===== src/rtl/proc_cmd_sequencer.sv =====
// Host command sequencer for the MD5 string-match block: loads hash/length, streams a text batch, returns the result record.
// Registered outputs; text bytes forwarded one cycle after rx accept; rx stalls outside input states, tx holds until tx_ready.
module proc_cmd_sequencer #(
    parameter logic [15:0] DEFAULT_STR_LEN = 16'd152,
    parameter logic [15:0] MAX_STR_BITS    = 16'd440
) (
    input  logic         clk,
    input  logic         reset,
    input  logic [7:0]   rx_data,
    input  logic         rx_valid,
    output logic         rx_ready,
    output logic [7:0]   tx_data,
    output logic         tx_valid,
    input  logic         tx_ready,
    output logic         proc_start,
    output logic [15:0]  proc_num_bytes,
    output logic [7:0]   proc_data,
    output logic         proc_data_valid,
    output logic         proc_match_char_next,
    output logic [127:0] proc_target_hash,
    output logic [15:0]  proc_str_len,
    input  logic         proc_done,
    input  logic         proc_match,
    input  logic [15:0]  proc_byte_pos,
    input  logic [7:0]   proc_match_char
);
    typedef enum logic [3:0] {
        IDLE, HASH, LEN, NUM_H, NUM_L, START, DATA, WAIT,
        TX_STAT, TX_POS_H, TX_POS_L, TX_CHAR, CHAR_GAP, TX_ACK, TX_ERR
    } state_t;

    state_t         state_q, state_d;
    logic [15:0]    cnt_q;
    logic [119:0]   shadow_q;
    logic [7:0]     hi_q;
    logic           match_q;
    logic [15:0]    pos_q;

    logic           rx_ready_q;
    logic           tx_valid_q;
    logic [7:0]     tx_data_q;
    logic           proc_start_q;
    logic [15:0]    proc_num_bytes_q;
    logic [7:0]     proc_data_q;
    logic           proc_data_valid_q;
    logic           proc_match_char_next_q;
    logic [127:0]   proc_target_hash_q;
    logic [15:0]    proc_str_len_q;

    logic           rx_fire;
    logic           tx_fire;
    logic [15:0]    rx_word;
    logic           len_ok;

    assign rx_fire = rx_valid & rx_ready_q;
    assign tx_fire = tx_valid_q & tx_ready;
    assign rx_word = {hi_q, rx_data};
    assign len_ok  = (rx_word != 16'd0) && (rx_word <= MAX_STR_BITS) && (rx_word[2:0] == 3'd0);

    always_comb begin
        state_d = state_q;
        case (state_q)
            IDLE: begin
                if (rx_fire) begin
                    case (rx_data)
                        8'h01:   state_d = HASH;
                        8'h02:   state_d = LEN;
                        8'h03:   state_d = NUM_H;
                        default: state_d = TX_ERR;
                    endcase
                end
            end
            HASH:     if (rx_fire && cnt_q == 16'd1) state_d = TX_ACK;
            LEN:      if (rx_fire && cnt_q == 16'd1) state_d = len_ok ? TX_ACK : TX_ERR;
            NUM_H:    if (rx_fire) state_d = NUM_L;
            NUM_L:    if (rx_fire) state_d = START;
            START:    state_d = (cnt_q != 16'd0) ? DATA : WAIT;
            DATA:     if (rx_fire && cnt_q == 16'd1) state_d = WAIT;
            WAIT:     if (proc_done) state_d = TX_STAT;
            TX_STAT:  if (tx_fire) state_d = TX_POS_H;
            TX_POS_H: if (tx_fire) state_d = TX_POS_L;
            TX_POS_L: if (tx_fire) state_d = match_q ? TX_CHAR : IDLE;
            TX_CHAR:  if (tx_fire) state_d = (cnt_q == 16'd1) ? IDLE : CHAR_GAP;
            CHAR_GAP: state_d = TX_CHAR;
            TX_ACK:   if (tx_fire) state_d = IDLE;
            TX_ERR:   if (tx_fire) state_d = IDLE;
            default:  state_d = IDLE;
        endcase
    end

    always_ff @(posedge clk) begin
        if (reset) begin
            state_q                <= IDLE;
            cnt_q                  <= 16'd0;
            shadow_q               <= '0;
            hi_q                   <= 8'd0;
            match_q                <= 1'b0;
            pos_q                  <= 16'd0;
            rx_ready_q             <= 1'b0;
            tx_valid_q             <= 1'b0;
            tx_data_q              <= 8'd0;
            proc_start_q           <= 1'b0;
            proc_num_bytes_q       <= 16'd0;
            proc_data_q            <= 8'd0;
            proc_data_valid_q      <= 1'b0;
            proc_match_char_next_q <= 1'b0;
            proc_target_hash_q     <= '0;
            proc_str_len_q         <= DEFAULT_STR_LEN;
        end else begin
            state_q                <= state_d;
            rx_ready_q             <= state_d inside {IDLE, HASH, LEN, NUM_H, NUM_L, DATA};
            proc_start_q           <= (state_d == START);
            proc_data_valid_q      <= 1'b0;
            proc_match_char_next_q <= 1'b0;
            if (tx_fire) tx_valid_q <= 1'b0;

            case (state_q)
                IDLE: if (rx_fire) cnt_q <= (rx_data == 8'h01) ? 16'd16 : 16'd2;
                HASH: begin
                    if (rx_fire) begin
                        shadow_q <= {shadow_q[111:0], rx_data};
                        cnt_q    <= cnt_q - 16'd1;
                        // the live target only changes once the whole hash has arrived
                        if (cnt_q == 16'd1) proc_target_hash_q <= {shadow_q, rx_data};
                    end
                end
                LEN: begin
                    if (rx_fire) begin
                        hi_q  <= rx_data;
                        cnt_q <= cnt_q - 16'd1;
                        if (cnt_q == 16'd1 && len_ok) proc_str_len_q <= rx_word;
                    end
                end
                NUM_H: if (rx_fire) hi_q <= rx_data;
                NUM_L: begin
                    if (rx_fire) begin
                        proc_num_bytes_q <= rx_word;
                        cnt_q            <= rx_word;
                    end
                end
                DATA: begin
                    if (rx_fire) begin
                        proc_data_q       <= rx_data;
                        proc_data_valid_q <= 1'b1;
                        cnt_q             <= cnt_q - 16'd1;
                    end
                end
                WAIT: begin
                    if (proc_done) begin
                        match_q <= proc_match;
                        pos_q   <= proc_byte_pos;
                        cnt_q   <= proc_str_len_q >> 3;
                    end
                end
                TX_CHAR: begin
                    // the char is captured a cycle into TX_CHAR so the previous shift has landed
                    if (!tx_valid_q) begin
                        tx_data_q  <= proc_match_char;
                        tx_valid_q <= 1'b1;
                    end else if (tx_ready) begin
                        proc_match_char_next_q <= 1'b1;
                        cnt_q                  <= cnt_q - 16'd1;
                    end
                end
                default: ;
            endcase

            if (state_d != state_q) begin
                case (state_d)
                    TX_STAT:  begin tx_valid_q <= 1'b1; tx_data_q <= {7'd0, proc_match}; end
                    TX_POS_H: begin tx_valid_q <= 1'b1; tx_data_q <= pos_q[15:8]; end
                    TX_POS_L: begin tx_valid_q <= 1'b1; tx_data_q <= pos_q[7:0]; end
                    TX_ACK:   begin tx_valid_q <= 1'b1; tx_data_q <= (state_q == HASH) ? 8'h01 : 8'h02; end
                    TX_ERR:   begin tx_valid_q <= 1'b1; tx_data_q <= 8'hEE; end
                    default: ;
                endcase
            end
        end
    end

    assign rx_ready             = rx_ready_q;
    assign tx_valid             = tx_valid_q;
    assign tx_data              = tx_data_q;
    assign proc_start           = proc_start_q;
    assign proc_num_bytes       = proc_num_bytes_q;
    assign proc_data            = proc_data_q;
    assign proc_data_valid      = proc_data_valid_q;
    assign proc_match_char_next = proc_match_char_next_q;
    assign proc_target_hash     = proc_target_hash_q;
    assign proc_str_len         = proc_str_len_q;
endmodule

===== config.mk =====
export PLATFORM = sky130hd
export DESIGN_NAME = proc_cmd_sequencer
export DESIGN_NICKNAME = d
export VERILOG_FILES = /design/src/rtl/proc_cmd_sequencer.sv
export SDC_FILE = /design/constraint.sdc
export NUM_CORES = 1
export LEC_CHECK = 0
export ABC_AREA = 1
export BUFFER_PORTS_ARGS = -buffer_cell sky130_fd_sc_hd__buf_2
export CAP_MARGIN = 0
export CORE_ASPECT_RATIO = 0.75
export CORE_MARGIN = 5
export CORE_UTILIZATION = 45
export DETAILED_ROUTE_END_ITERATION = 8
export PLACE_DENSITY = 0.66
export SYNTH_ARGS = -nofsm -noshare
export SYNTH_HDL_FRONTEND = slang
export SYNTH_SLANG_ARGS = --single-unit

===== constraint.sdc =====
create_clock -name clk -period 3.8 [get_ports clk]
set_clock_uncertainty 0.2 [all_clocks]
set_input_delay 0.76 -clock clk [delete_from_list [all_inputs] [get_ports clk]]
set_output_delay 0.76 -clock clk [all_outputs]
set_load 0.05 [all_outputs]

== After elaboration in Yosys (flattened, before gate mapping) ==
Index checks and enable logic that the tools add are counted.

* Register bits: 346
* Bits of input ports: 38
* Output and inout bits: 181
* Logic and storage cells: 122

* Add/sub/neg operators: 1
* Magnitude comparators: 1
* Equality and inequality tests: 36
* Muxes and demuxes: 38
* Bitwise operators: 5
* Reductions and logical operators: 25

{| class="wikitable"
|+ Operators with widths
! cell !! number
|-
| 16-bit 2-to-1 mux || 6
|-
| 16-bit one-hot mux with 5 select lines || 1
|-
| 4-bit 2-to-1 mux || 14
|-
| 4-bit one-hot mux with 14 select lines || 1
|-
| 4-bit == test, second input constant || 12
|-
| 8-bit one-hot mux with 5 select lines || 1
|-
| 16-bit nonzero test || 2
|-
| 4-bit by 3-bit == test with 1-bit output, second input constant || 7
|-
| 8-bit 2-to-1 mux || 3
|-
| 16-bit by 1-bit == test with 1-bit output, second input constant || 1
|-
| 4-bit by 2-bit == test with 1-bit output, second input constant || 4
|-
| 8-bit by 2-bit == test with 1-bit output, second input constant || 2
|-
| 16-bit by 9-bit <= comparator with 1-bit output, second input constant || 1
|-
| 16-bit by 1-bit subtractor with 16-bit output, second input constant || 1
|-
| 4-bit one-hot mux with 3 select lines || 1
|-
| 2-bit inequality test, second input constant || 5
|-
| 2-bit AND reduction || 5
|-
| 4-bit by 1-bit == test with 1-bit output, second input constant || 2
|-
| 8-bit by 1-bit == test with 1-bit output, second input constant || 1
|-
| 4-bit logical NOT || 2
|-
| 1-bit 2-to-1 mux || 8
|-
| 7-bit AND reduction || 1
|-
| 3-bit AND reduction || 2
|-
| 6-bit nonzero test || 1
|-
| other kinds (12) || 22
|}

== Depth between registers and ports, before layout ==
* Depth after elaboration: 10
* Mapped depth: 20
* Depth with buffers taken out: 19

== Least setup slack after synthesis ==
No wires, ideal clock.

* Kind: input-to-reg
* Start: input rx_valid
* End: register tx_data_q[1] (netlist: tx_data[1])
* Library setup time: 113 ps
* Arrival: 2329 ps
* Required time: 3487 ps
* Path slack: 1158 ps
* Cell stages on the path: 17
* Buffers on the path: 2
* Cells stage by stage: nand2_1 inv_1 clkbuf_1 nand3_1 nand3_1 nor2_2 nand2_2 inv_2 nand2_1 nand2_1 nand2_1 nand2_2 nand2_4 buf_6 nand2_1 nand2_1 nor2_1

* Cells in the longest elaborated chain, start to end: 7
* Elaborated cells on any way between the ends: 17
* Those cells by class: 6 x eq/ne; 9 x mux; 1 x bitwise; 1 x reduce/logical

{| class="wikitable"
|+ Ends and longest elaborated chain
! element !! line !! RTL
|-
| from (decl) || 10 || <nowiki>input logic rx_valid,</nowiki>
|-
| 1-bit bitwise AND * || 55 || <nowiki>assign rx_fire = rx_valid & rx_ready_q;</nowiki>
|-
| 1-bit logical AND || 73, 74, 78 ||
|-
| 4-bit 2-to-1 mux (on tied branches) || 78, 73, 74 ||
|-
| 4-bit one-hot mux with 14 select lines * || 62 || <nowiki>case (state_q)</nowiki>
|-
| 4-bit == test || 169 || <nowiki>case (state_d)</nowiki>
|-
| 8-bit one-hot mux with 5 select lines || 169 ||
|-
| 8-bit 2-to-1 mux * || 168 || <nowiki>if (state_d != state_q) begin</nowiki>
|-
| to (signal assigned) || 158 || <nowiki>tx_data_q <= proc_match_char;</nowiki>
|-
| to (decl) || 41 || <nowiki>logic [7:0] tx_data_q;</nowiki>
|}

Every way passes the cells marked *; elsewhere a longest branch is shown, timed or not.
A chain may end at the register's enable or synchronous reset.

== Worst setup path after layout ==
* Start: register state_q[3]
* End: register tx_data_q[0] (netlist: tx_data[0])

* Cells in the longest elaborated chain, start to end: 6
* Elaborated cells on any way between the ends: 39
* Those cells by class: 20 x eq/ne; 17 x mux; 2 x reduce/logical

{| class="wikitable"
|+ Ends and longest elaborated chain
! element !! line !! RTL
|-
| from (decl) || 32 || <nowiki>state_t state_q, state_d;</nowiki>
|-
| from (signal assigned) || 110 || <nowiki>state_q <= state_d;</nowiki>
|-
| 4-bit == test || 62 ||
|-
| 2-bit OR reduction (no source line) || n/a ||
|-
| 4-bit one-hot mux with 14 select lines || 62 ||
|-
| 4-bit == test || 169 ||
|-
| 8-bit one-hot mux with 5 select lines || 169 ||
|-
| 8-bit 2-to-1 mux * || 168 ||
|}

Marked as above.

==> results.txt <==
----------------------------------------------------
[Floorplan]
  Effective utilization at floorplan ... 45.6%
  Overall die area ... 0.0329 mm²
  Width of the die ... 208 µm
  Number of ports placed on the die boundary ... 219
  Die span in y ... 158 µm
  Floorplan row count ... 54
  Core ar. ... 0.0290 mm²

[Clock tree]
  Number of gates given a new drive strength after cts ... 0
  CTS Hold Bufs ... 0
  Clock tree root buffer cell ... sky130_fd_sc_hd__clkbuf_16
  Reg clk slew, reported paths ... 0.06 ns
  CTS HTree Levels ... 2
  Num CTS Buffers ... 35
  Buffers inserted by post-CTS timing repair ... 0
  CTS tree ... yes
  Max Root-Sink Buffers ... 3
  Count of clock tree sinks ... 346
  Insertion delay of the later-clocked pin in the worst-skew pair ... 0.53 ns

[Pwr]
  Largest vdd supply drop ... 0.000264 V
  Power density of the placed cells ... 606 mW/mm²
  Static power due to leakage ... 6.81 nW

[Setup path]
  Critical R2R Capture ... tx_data[0]
  Capturing instance or port of the critical path ... tx_data[0]
  Type of the setup path with the least slack ... reg -> reg
  Required time reported for the critical path endpoint ... 4.05 ns
  Max Fanout on Critical Path ... 17
  Critical path endpoint category ... register
  Arrival time at the worst endpoint ... 2.97 ns
  Beginning of the worst register-to-register path ... state_q[3]
  Origin of the worst setup path ... state_q[3]
  Reg2reg setup slack ... 1.08 ns
  Reg2Reg Depth ... 16
  Startpoint types ... register

[STA]
  Unrepaired setup endpoints after global routing ... false
  Max-slew headroom at the worst pin ... 37.4%
  Fmax ... 368 MHz
  Final setup violation count ... 0
  Post-route clock period utilization ... 71.6%
  Final min period ... 2.72 ns
  Fin. max-slew vios ... 0
  Worst hold slack ... 0.236 ns
  Hold Violations, Final ... 0
  Total Negative Setup Slacks ... 0 ns
  Transition time at the pin with the least slew margin ... 0.936 ns

[Route]
  Uppermost routed layer ... met4
  Ratio of routed vias to standard cells ... 5.13
  Residual DRC ... 0
  Remaining antenna violation count ... 0
  Average wire per cell in the routed design ... 15.7 µm
  Vias after detailed routing ... 11725
  Met1 Routed Length ... 17400 µm
  Routed met2 length ... 14800 µm
  Total detailed-routing wirelength ... 35800 µm
  Number of detailed-routing iterations run before antenna repair ... 7
  Met3 Wirelength ... 2970 µm
  First-iteration detailed-routing DRC count ... 989

[GRT]
  Global-route usage over all layers ... 20.9%
  Antenna violations before repair ... 0
  Sum of overflow across all layers after global routing ... 0
  Largest net degree at the start of global routing ... 124
  Via count of the first global-routing pass ... 10967
  Global-route wire length before repair ... 57500 µm

[Cells and area]
  Share of the core filled with cells ... 54.5%
  Share of cells above drive strength 1 ... 18.1%
  Inserted Diodes ... 0
  Area growth from synthesis to final layout ... 19.6%
  Number of fill cells in the layout ... 2741
  Most common library cell in the layout ignoring fill and taps ... sky130_fd_sc_hd__dfxtp_1
  Commonest non-fill, non-tap cells in the layout ... sky130_fd_sc_hd__dfxtp_1 (346), sky130_fd_sc_hd__a21oi_1 (314), sky130_fd_sc_hd__o21ai_0 (285)
  Number of nets at the end of the flow ... 1907

[Logic synthesis]
  Cell count after synthesis ... 1701
  Synthesized net count ... 1742
  Synth warn ... 0
  Proportion of register bits with asynchronous set or reset after synthesis ... 0%
  Share of synthesized area occupied by flip-flops and latches ... 52.4%
  Seq cells post-synth ... 346
  Number of distinct library cell variants in the gate-level netlist after synthesis ... 44
  Synthesized area divided by synthesized cell count ... 7.76 µm²
  Dominant synthesized flop cell ... sky130_fd_sc_hd__dfxtp_1
  Number of flops mapped to enable cells by yosys ... 0
  Synthesized area ... 0.0132 mm²

[Placement]
  Detailed placement HPWL ... 24500 µm
  Routability congestion estimate ... 0.887
  I/O Buffers ... 218

[Status]
  Status ... complete, no violations

[Job]
  Number of max-cap violations ... 0

[Min path]
  Worst min path class ... reg -> reg

----------------------------------------------------
==> metrics by stage <==
stage               worst slack, ns  cells  total power [mW]  instance area [µm²]
CTS                            1.13   2285              9.64                15800
global route                  0.821   2285              10.1                15800
global placement              0.769   2221              6.11                14600
finish                         1.08   2285              9.58                15800
floorplan                      1.16   1701              5.64                13200
detailed placement            0.656   2221              6.12                14600
==> flip-flops by register name, indices dropped and copies added, names as in the netlist, 4 cells and up <==
| signal | flops |
|---|---|
| tx_data | 8 |
| proc_num_bytes | 16 |
| hi_q | 8 |
| proc_str_len | 16 |
| proc_data | 8 |
| pos_q | 16 |
| shadow_q | 120 |
| state_q | 4 |
| cnt_q | 16 |
| proc_target_hash | 128 |
==> worst min path at each step <==
stage,from,to,cells past startpoint
global route,proc_data[7],proc_data[7],2
global placement,proc_data[5],proc_data[5],2
floorplan,match_q,match_q,2
finish,proc_str_len[2],proc_str_len[2],2
CTS,proc_str_len[2],proc_str_len[2],2
detailed placement,proc_str_len[2],proc_str_len[2],2
==> synthesized netlist by cell type, types with 3 or more instances <==
cell type                    n  area [µm²]
sky130_fd_sc_hd__ha_1        3        37.5
sky130_fd_sc_hd__nor2_1     95         357
sky130_fd_sc_hd__nand2_1   215         807
sky130_fd_sc_hd__xnor2_1     4        35.0
sky130_fd_sc_hd__nor3b_1     3        22.5
sky130_fd_sc_hd__buf_1       5        18.8
sky130_fd_sc_hd__clkbuf_1   94         353
sky130_fd_sc_hd__dfxtp_1   346        6930
sky130_fd_sc_hd__a21oi_1   314        1570
sky130_fd_sc_hd__nand2_2     7        43.8
sky130_fd_sc_hd__o211ai_1    6        45.0
sky130_fd_sc_hd__nand2_4     3        33.8
sky130_fd_sc_hd__o221ai_1    4        35.0
sky130_fd_sc_hd__o21ai_0   285        1430
sky130_fd_sc_hd__nor2_2      7        43.8
sky130_fd_sc_hd__inv_2      13        48.8
sky130_fd_sc_hd__nor2_4      7        78.8
sky130_fd_sc_hd__buf_2       8        40.0
sky130_fd_sc_hd__inv_1     169         634
sky130_fd_sc_hd__nor3_1     11        55.1
sky130_fd_sc_hd__nand4_1     5        31.3
sky130_fd_sc_hd__nand3_1    71         355
==> power by group <==
group / internal, mW / total (mW) / switching, mW
clock network: 2.06 / 3.51 / 1.44
registers: 3.78 / 3.92 / 0.137
logic: 0.650 / 2.16 / 1.51
==> area by class of cell <==
cell class | count | area, µm² | share of cell area [%]
multi-input combinational | 1062 | 5170 | 32.7
clock inverter | 15 | 193 | 1.22
clock buffer | 49 | 998 | 6.32
inverter | 184 | 697 | 4.41
tap | 392 | 490 | 3.10
sequential | 346 | 6930 | 43.8
timing repair buffer | 237 | 1320 | 8.36
==> metal layers <==
metal	vias up	global-route usage, %
li1	5974	-
met3	41	6.17
met5	-	0
met1	5373	30.3
met2	337	30.9
met4	0	4.91
==> worst max-delay path, cell delays in order (launching register included) <==
cell and delay, ns:
sky130_fd_sc_hd__dfxtp_1 0.54, sky130_fd_sc_hd__nand2_1 0.25, sky130_fd_sc_hd__nor2_1 0.32, sky130_fd_sc_hd__nand2_1 0.13
sky130_fd_sc_hd__nand2_1 0.08, sky130_fd_sc_hd__o21bai_1 0.10, sky130_fd_sc_hd__nand3_1 0.16, sky130_fd_sc_hd__inv_2 0.06
sky130_fd_sc_hd__nand2_2 0.16, sky130_fd_sc_hd__nand2_1 0.08, sky130_fd_sc_hd__nand2_1 0.07, sky130_fd_sc_hd__nand2_1 0.06
sky130_fd_sc_hd__nand2_2 0.08, sky130_fd_sc_hd__nand2_4 0.12, sky130_fd_sc_hd__nand2_1 0.08, sky130_fd_sc_hd__nand2_1 0.04
sky130_fd_sc_hd__nor2_1 0.11
==> cells by family after synthesis <==
group	count (synthesis)	share of synthesized area (%)
compound gates	622	24.1
simple gates	432	14.3
flops	346	52.4
buf+inv	293	8.50
xor+xnor	5	0.332
fa+ha+maj	3	0.284
(Power assumes the default switching activity.)
